<file path="config.mk">
export PLATFORM = sky130hd
export DESIGN_NAME = crossbar_loader
export DESIGN_NICKNAME = d
export VERILOG_FILES = /design/src/rtl/crossbar_loader_pkg.sv /design/src/rtl/crossbar_loader.sv
export SDC_FILE = /design/constraint.sdc
export NUM_CORES = 1
export LEC_CHECK = 0
export ABC_AREA = 1
export CORE_ASPECT_RATIO = 0.8
export CORE_MARGIN = 4
export CORE_UTILIZATION = 49
export CTS_BUF_LIST = sky130_fd_sc_hd__clkbuf_8 sky130_fd_sc_hd__clkbuf_16
export DETAILED_ROUTE_END_ITERATION = 10
export PLACE_DENSITY = 0.86
export RECOVER_POWER = 25
export SLEW_MARGIN = 10
export SYNTH_ARGS = -nofsm -noshare
export SYNTH_HDL_FRONTEND = slang
export SYNTH_SLANG_ARGS = --single-unit
export TNS_END_PERCENT = 20
</file>
<file path="constraint.sdc">
create_clock -name clock -period 2.25 [get_ports clock]
set_input_delay 0.45 -clock clock [delete_from_list [all_inputs] [get_ports clock]]
set_output_delay 0.45 -clock clock [all_outputs]
set_load 0.05 [all_outputs]
</file>
<file path="src/rtl/crossbar_loader_pkg.sv">
// Shared crossbar definitions: loader FSM state encodings.
`ifndef CROSSBAR_LOADER_PKG_SV
`define CROSSBAR_LOADER_PKG_SV
package crossbar_loader_pkg;

  // IDLE waits for start, CLEAR wipes every column, LOAD streams route entries.
  typedef enum logic [1:0] {
    ST_IDLE  = 2'd0,
    ST_CLEAR = 2'd1,
    ST_LOAD  = 2'd2
  } xbl_state_e;

endpackage
`endif

</file>
<file path="src/rtl/crossbar_loader.sv">
// Crossbar route loader: on start, clears all OUT columns (one command per
// cycle), then forwards legal route entries as registered crossbar commands.
// Illegal entries are dropped and flagged in a sticky err bit.
module crossbar_loader
  import crossbar_loader_pkg::*;
#(
  parameter int W   = 8,
  parameter int IN  = 8,
  parameter int OUT = 8
) (
  input  logic                clock,
  input  logic                reset,
  input  logic                start,
  input  logic                s_valid,
  output logic                s_ready,
  input  logic signed [W-1:0] s_from,
  input  logic        [W-1:0] s_to,
  input  logic                s_last,
  output logic signed [W-1:0] from,
  output logic        [W-1:0] to,
  output logic                put,
  output logic                busy,
  output logic                done,
  output logic                err
);

  localparam int CW = (OUT > 1) ? $clog2(OUT) : 1;
  // Bounds widened by one bit so an all-ones s_to or max-positive s_from
  // cannot alias a legal index.
  localparam logic signed [W:0] IN_X     = (W+1)'(IN);
  localparam logic        [W:0] OUT_X    = (W+1)'(OUT);
  localparam logic     [CW-1:0] LAST_COL = CW'(OUT - 1);

  xbl_state_e    r_state, w_next;
  logic [CW-1:0] r_cnt;
  logic          w_xfer, w_legal, w_from_ok, w_to_ok;

  assign s_ready   = (r_state == ST_LOAD);
  assign busy      = (r_state != ST_IDLE);
  assign w_xfer    = s_valid & s_ready;
  // Negative sources are column clears and always pass the signed compare.
  assign w_from_ok = $signed({s_from[W-1], s_from}) < IN_X;
  assign w_to_ok   = {1'b0, s_to} < OUT_X;
  assign w_legal   = w_from_ok & w_to_ok;

  // State register.
  always_ff @(posedge clock or posedge reset) begin
    if (reset) r_state <= ST_IDLE;
    else       r_state <= w_next;
  end

  // Next-state logic; CLEAR exits after the command for the last column.
  always_comb begin
    w_next = r_state;
    case (r_state)
      ST_IDLE:  if (start) w_next = ST_CLEAR;
      ST_CLEAR: if (r_cnt == LAST_COL) w_next = ST_LOAD;
      ST_LOAD:  if (w_xfer && s_last) w_next = ST_IDLE;
      default:  w_next = ST_IDLE;
    endcase
  end

  // Registered command outputs, column counter and sticky error.
  // r_cnt always holds the column whose clear command is currently on 'to',
  // so the first clear goes out the cycle after start is sampled.
  always_ff @(posedge clock or posedge reset) begin
    if (reset) begin
      r_cnt <= '0;
      put   <= 1'b0;
      done  <= 1'b0;
      err   <= 1'b0;
      from  <= '0;
      to    <= '0;
    end else begin
      put  <= 1'b0;
      done <= 1'b0;
      case (r_state)
        ST_IDLE: begin
          if (start) begin
            r_cnt <= '0;
            err   <= 1'b0;
            put   <= 1'b1;
            from  <= '1;
            to    <= '0;
          end
        end
        ST_CLEAR: begin
          if (r_cnt != LAST_COL) begin
            r_cnt <= r_cnt + 1'b1;
            put   <= 1'b1;
            from  <= '1;
            to    <= W'(r_cnt) + W'(1);
          end
        end
        ST_LOAD: begin
          if (w_xfer) begin
            done <= s_last;
            if (w_legal) begin
              put  <= 1'b1;
              from <= s_from;
              to   <= s_to;
            end else begin
              err <= 1'b1;
            end
          end
        end
        default: ;
      endcase
    end
  end

endmodule
</file>
Word-level counts from Yosys, hierarchy flattened. Cells that the tools add are included.

Flip-flop bits (word level): 24. Bits of input ports: 21. Output and inout port bits: 21. Logic and storage cells: 62.

Add/subtract/negate cells: 2. $lt $le $gt $ge: 2. Equality and inequality tests: 11. Mux-type cells: 28. Bitwise operators: 2. Reduce and logical (&&, ||, !) cells: 10.

Operators with widths (count): 2-to-1 mux 8 bit (8); case mux 8 bit (3 select lines) (2); 2-to-1 mux 1 bit (9); < comparator 8 x 4 -> 1 bit, second input constant (1); < comparator 8 x 5 -> 1 bit, second input constant (1); != test 2 bit, second input constant (4); 2-to-1 mux 2 bit (3); 2-to-1 mux 3 bit (2); != test 2 x 1 -> 1 bit, second input constant (3); case mux 2 bit (3 select lines) (1); case mux 3 bit (2 select lines) (1); AND reduction 3 bit (2); nonzero test 2 bit (3); AND reduction 5 bit (1); adder 3 x 1 -> 4 bit, second input constant (1); AND reduction 4 bit (1); adder 3 x 1 -> 3 bit, second input constant (1); equality test 3 bit, second input constant (1); != test 3 bit, second input constant (1); case mux 1 bit (3 select lines) (1); nonzero test 3 bit (1); bitwise AND 1 bit (2); equality test 2 x 1 -> 1 bit, second input constant (1); equality test 2 bit, second input constant (1); other kinds (3) (3).

Depth between registers and ports, before layout.
Depth after elaboration: 5. Gate-level depth with buffers: 10. Mapped depth without buffers: 9.

Least setup slack after synthesis. OpenSTA, ideal clock, no wires.

Path kind: flip-flop to flip-flop. Start: reg r_state[0]. End: reg from[0]. Setup time: 65 ps. Data arrival time: 1734 ps. Required time: 2185 ps. Path slack: 451 ps. Cell stages (with the launch flop): 11. Buffers on the path: 2. Clock period less this slack: 1799 ps. Cells stage by stage: dfrtp_1 -> inv_1 -> ha_1 -> buf_6 -> inv_8 -> o21ai_4 -> nor2_4 -> nand2_4 -> buf_8 -> nand2_1 -> nand2_1.

Cells in the longest elaborated chain, start to end: 4. Elaborated cells on any way between the ends: 11. Those cells by class: 6 x eq/ne; 1 x mux; 1 x bitwise; 3 x reduce/logical.

Ends and longest elaborated chain: start, declared (RTL line crossbar_loader.sv:34) `xbl_state_e r_state, w_next;`; start signal, assigned (RTL line crossbar_loader.sv:49) `else r_state <= w_next;`; equality test 2 bit * (RTL line crossbar_loader.sv:38) `assign s_ready = (r_state == ST_LOAD);`; named net s_ready (RTL line crossbar_loader.sv:15) `output logic s_ready,`; bitwise AND 1 bit (RTL line crossbar_loader.sv:40) `assign w_xfer = s_valid & s_ready;`; != test 2 x 1 -> 1 bit (no line); AND reduction 5 bit (no line); end signal, assigned (RTL line crossbar_loader.sv:100) `from <= s_from;`; end, declared (RTL line crossbar_loader.sv:19) `output logic signed [W-1:0] from,`.

The timed path passes the listed nets; every way through them passes the cells marked *. A chain may end at the register's enable or synchronous reset.

Worst setup path after layout.
Start: reg r_state[0]. End: out s_ready.

Cells in the longest elaborated chain, start to end: 1.

Ends and longest elaborated chain (RTL line): equality test 2 bit (crossbar_loader.sv:38); end, declared (crossbar_loader.sv:15).

Every way passes these cells.

==> reports/qor.yml <==
run_status:
  status: "complete, no violations"
logic_synthesis:
  ys_seq_area_share_pct: 46.8
  ys_ff_latch: 24
  synth_fp_nets: 173
  syn_inst: 146
  avgSynthCellArea_um2: 8.78
  ys_types: 25
  ys_warn_count: 0
  synth_area_um2: 1280
critical_path:
  critPathRequiredTime_ns: 1.80
  crit_chain: "inv_1 -> ha_1 -> buf_12"
  worstSetupPathType: "register to output pin"
  crit_path_end: "s_ready"
  rr_worst_depth: 8
  r2r_end: "to[1]"
  cp_max_fo: 10
  critPathSlowestCell: "ha_1"
  arrival_ns: 1.60
  end_kind: "output pin"
  r2r-start: "r_state[0]"
  cp-start-kind: "register"
  crit_start: "r_state[0]"
  slowest_delay_ns: 0.59
  reg2reg_setup_slack_ns: 0.31
layout:
  area_growth_pct: 37.2
  nFillCells: 211
  final_cell_mix: "40 x nand2_1, 38 x clkdlybuf4s50_1, 24 x dfrtp_1, 12 x inv_1, 12 x nand3_1"
  nets: 216
  antenna_cells: 0
  drive_above_1_share_pct: 14.9
  fin_area_um2: 1760
  fin_cells: 224
  multi_input_area_um2: 577
  final_common_cell: "nand2_1"
  ff_latch_area_um2: 601
timing:
  timing.fmax_ghz: 0.488
  period_share_pct: 91.1
  worst_pin_slew_ns: 1.28
  finalSetupViolations: 0
  final_max_slew_viol_count: 0
  rsz0062_at_grt: "no"
  hold_viol_final: 0
  final.setup.tns_ns: 0
  relSlewSlack_pct: 14.8
  fin_skew_ns: 0.00322
  timing.final.crit_period_ns: 2.05
clock_tree:
  cts_resized: 0
  cts_sinks: 24
  post_cts_hold_buffer_count: 0
  tritoncts: "yes"
  cts_root_buf: "clkbuf_8"
  cts_buffer_depth: 2
  cts_buffers: 3
  post_cts_buffers: 0
  clkSlewWorstSetupHoldPaths_ns: 0.08
  htree_levels: 1
  clk_latency_ns: 0.27
routing:
  dr.pass1.iters: 4
  finalWirelength_mm: 3.05
  wl_per_cell_um: 13.6
  via_per_inst: 5.04
  antenna_left: 0
  vias: 1128
  drc: 0
  initialDrtViolationCount: 28
grt:
  antenna_found_initial: 0
  grt_pass1_vias: 1148
  grt_max_degree: 25
  grt.overflow.total: 0
  grt_pass1_wl_mm: 5.02
  grt_usage_pct: 18.6
worst_hold_path:
  min_path_type: "register to register"
die:
  rows: 16
  dieArea_um2: 3510
  die_w_um: 65.2
  coreArea_um2: 2480
  die_h_um: 53.8
  ios: 42
  start_util_pct: 51.7
place:
  dpl.hpwl_mm: 2.28
  placed_cells: 220
  place.gp.congestion: 0.811
  io_buffer_count: 41
  place_area_um2: 1710
power_and_ir_drop:
  pwr-share-comb_pct: 60.9
  power-per-cell-area_nw_per_um2: 1410
  p_clk_share_pct: 11.8
  internal_power_mw: 1.23
  leakagePower_nw: 0.823
  seq_power_share_pct: 27.3
  switchingPower_mw: 1.25
  switching_share_pct: 50.3
  irDropWorstVdd_v: 0.000696
flow_run:
  maxCapViolCount: 0
## worst min path at each step
stage	startpoint	to	slack [ns]	cells after the start
floorplan	reset	done	0.46	1
global placement	from[3]	from[3]	0.46	2
detailed placement	from[0]	from[0]	0.47	2
CTS	from[0]	from[0]	0.49	2
global route	from[0]	from[0]	0.51	2
finish	from[0]	from[0]	0.49	2
## Yosys cell counts
| library cell | n | area share, % |
|---|---|---|
| nand2_1 | 40 | 12 |
| dfrtp_1 | 24 | 47 |
| inv_1 | 12 | 3.5 |
| nand3_1 | 12 | 4.7 |
| or2_2 | 8 | 3.9 |
| a21oi_1 | 6 | 2.3 |
| ha_1 | 6 | 5.9 |
| nand2_2 | 6 | 2.9 |
| nor2_1 | 6 | 1.8 |
| a21boi_0 | 4 | 2.3 |
| o21ai_0 | 4 | 1.6 |
| buf_6 | 2 | 1.8 |
| nand2_4 | 2 | 1.8 |
| nor2_2 | 2 | 0.98 |
| o21ai_1 | 2 | 0.78 |
| buf_4 | 1 | 0.59 |
| buf_8 | 1 | 1.2 |
| inv_2 | 1 | 0.29 |
| inv_8 | 1 | 0.88 |
| nand3b_1 | 1 | 0.59 |
| nand4_1 | 1 | 0.49 |
| nor2_4 | 1 | 0.88 |
| o211ai_1 | 1 | 0.59 |
| o21ai_4 | 1 | 1.3 |
| o31ai_1 | 1 | 0.59 |
## through the flow
stage                     utilization (%)  power, mW  hold slack [ns]  setup WS (ns)
after floorplan                         -       1.81            0.465          0.451
after global placement               68.8       2.14            0.460          0.357
after detailed placement             68.8       2.19            0.468          0.285
after CTS                            71.0       2.49            0.491          0.197
after global routing                 70.9       2.64            0.512          0.136
final                                70.9       2.48            0.492          0.200
## per-layer routing
| metal | up-vias | part of all wire, % | track usage (%) |
|---|---|---|---|
| met5 | - | 0 | 0 |
| met4 | 0 | 1.8 | 6.21 |
| met3 | 7 | 7.3 | 6.05 |
| met2 | 40 | 49 | 34.3 |
| met1 | 532 | 42 | 20.5 |
| li1 | 549 | - | - |
## power by group through the flow
stage	logic [mW]	clock network (mW)	registers [mW]
after global placement	1.47	0	0.674
final	1.51	0.292	0.677
after global routing	1.63	0.311	0.696
after CTS	1.52	0.298	0.679
after floorplan	0.764	0	1.05
after detailed placement	1.51	0	0.685
## registers in the layout (all words and copies together) (netlist names)
signal,flops
put,1
from,8
to,8
r_cnt,3
r_state,2
err,1
done,1
## layout make-up
| type | count | share of cell area, % |
|---|---|---|
| multi-input cells | 104 | 32.8 |
| well taps | 36 | 2.56 |
| repair buffers | 42 | 24.0 |
| clock buffers | 4 | 3.13 |
| inverters | 14 | 3.41 |
| flip-flops and latches | 24 | 34.1 |
## kinds of logic after synthesis
kind of cell | share of synthesized area [%]
compound gates | 9.46
buf+inv | 8.19
simple gates | 29.7
fa+ha+maj | 5.85
flops | 46.8
## worst max-delay path, delay by kind of cell, from the launching register on
| kind | cells | cell delay (ns) |
|---|---|---|
| adder cells (fa/ha/maj) | 1 | 0.59 |
| buffers and inverters | 2 | 0.32 |
| flip-flops | 1 | 0.43 |
(Power assumes the default switching activity.)
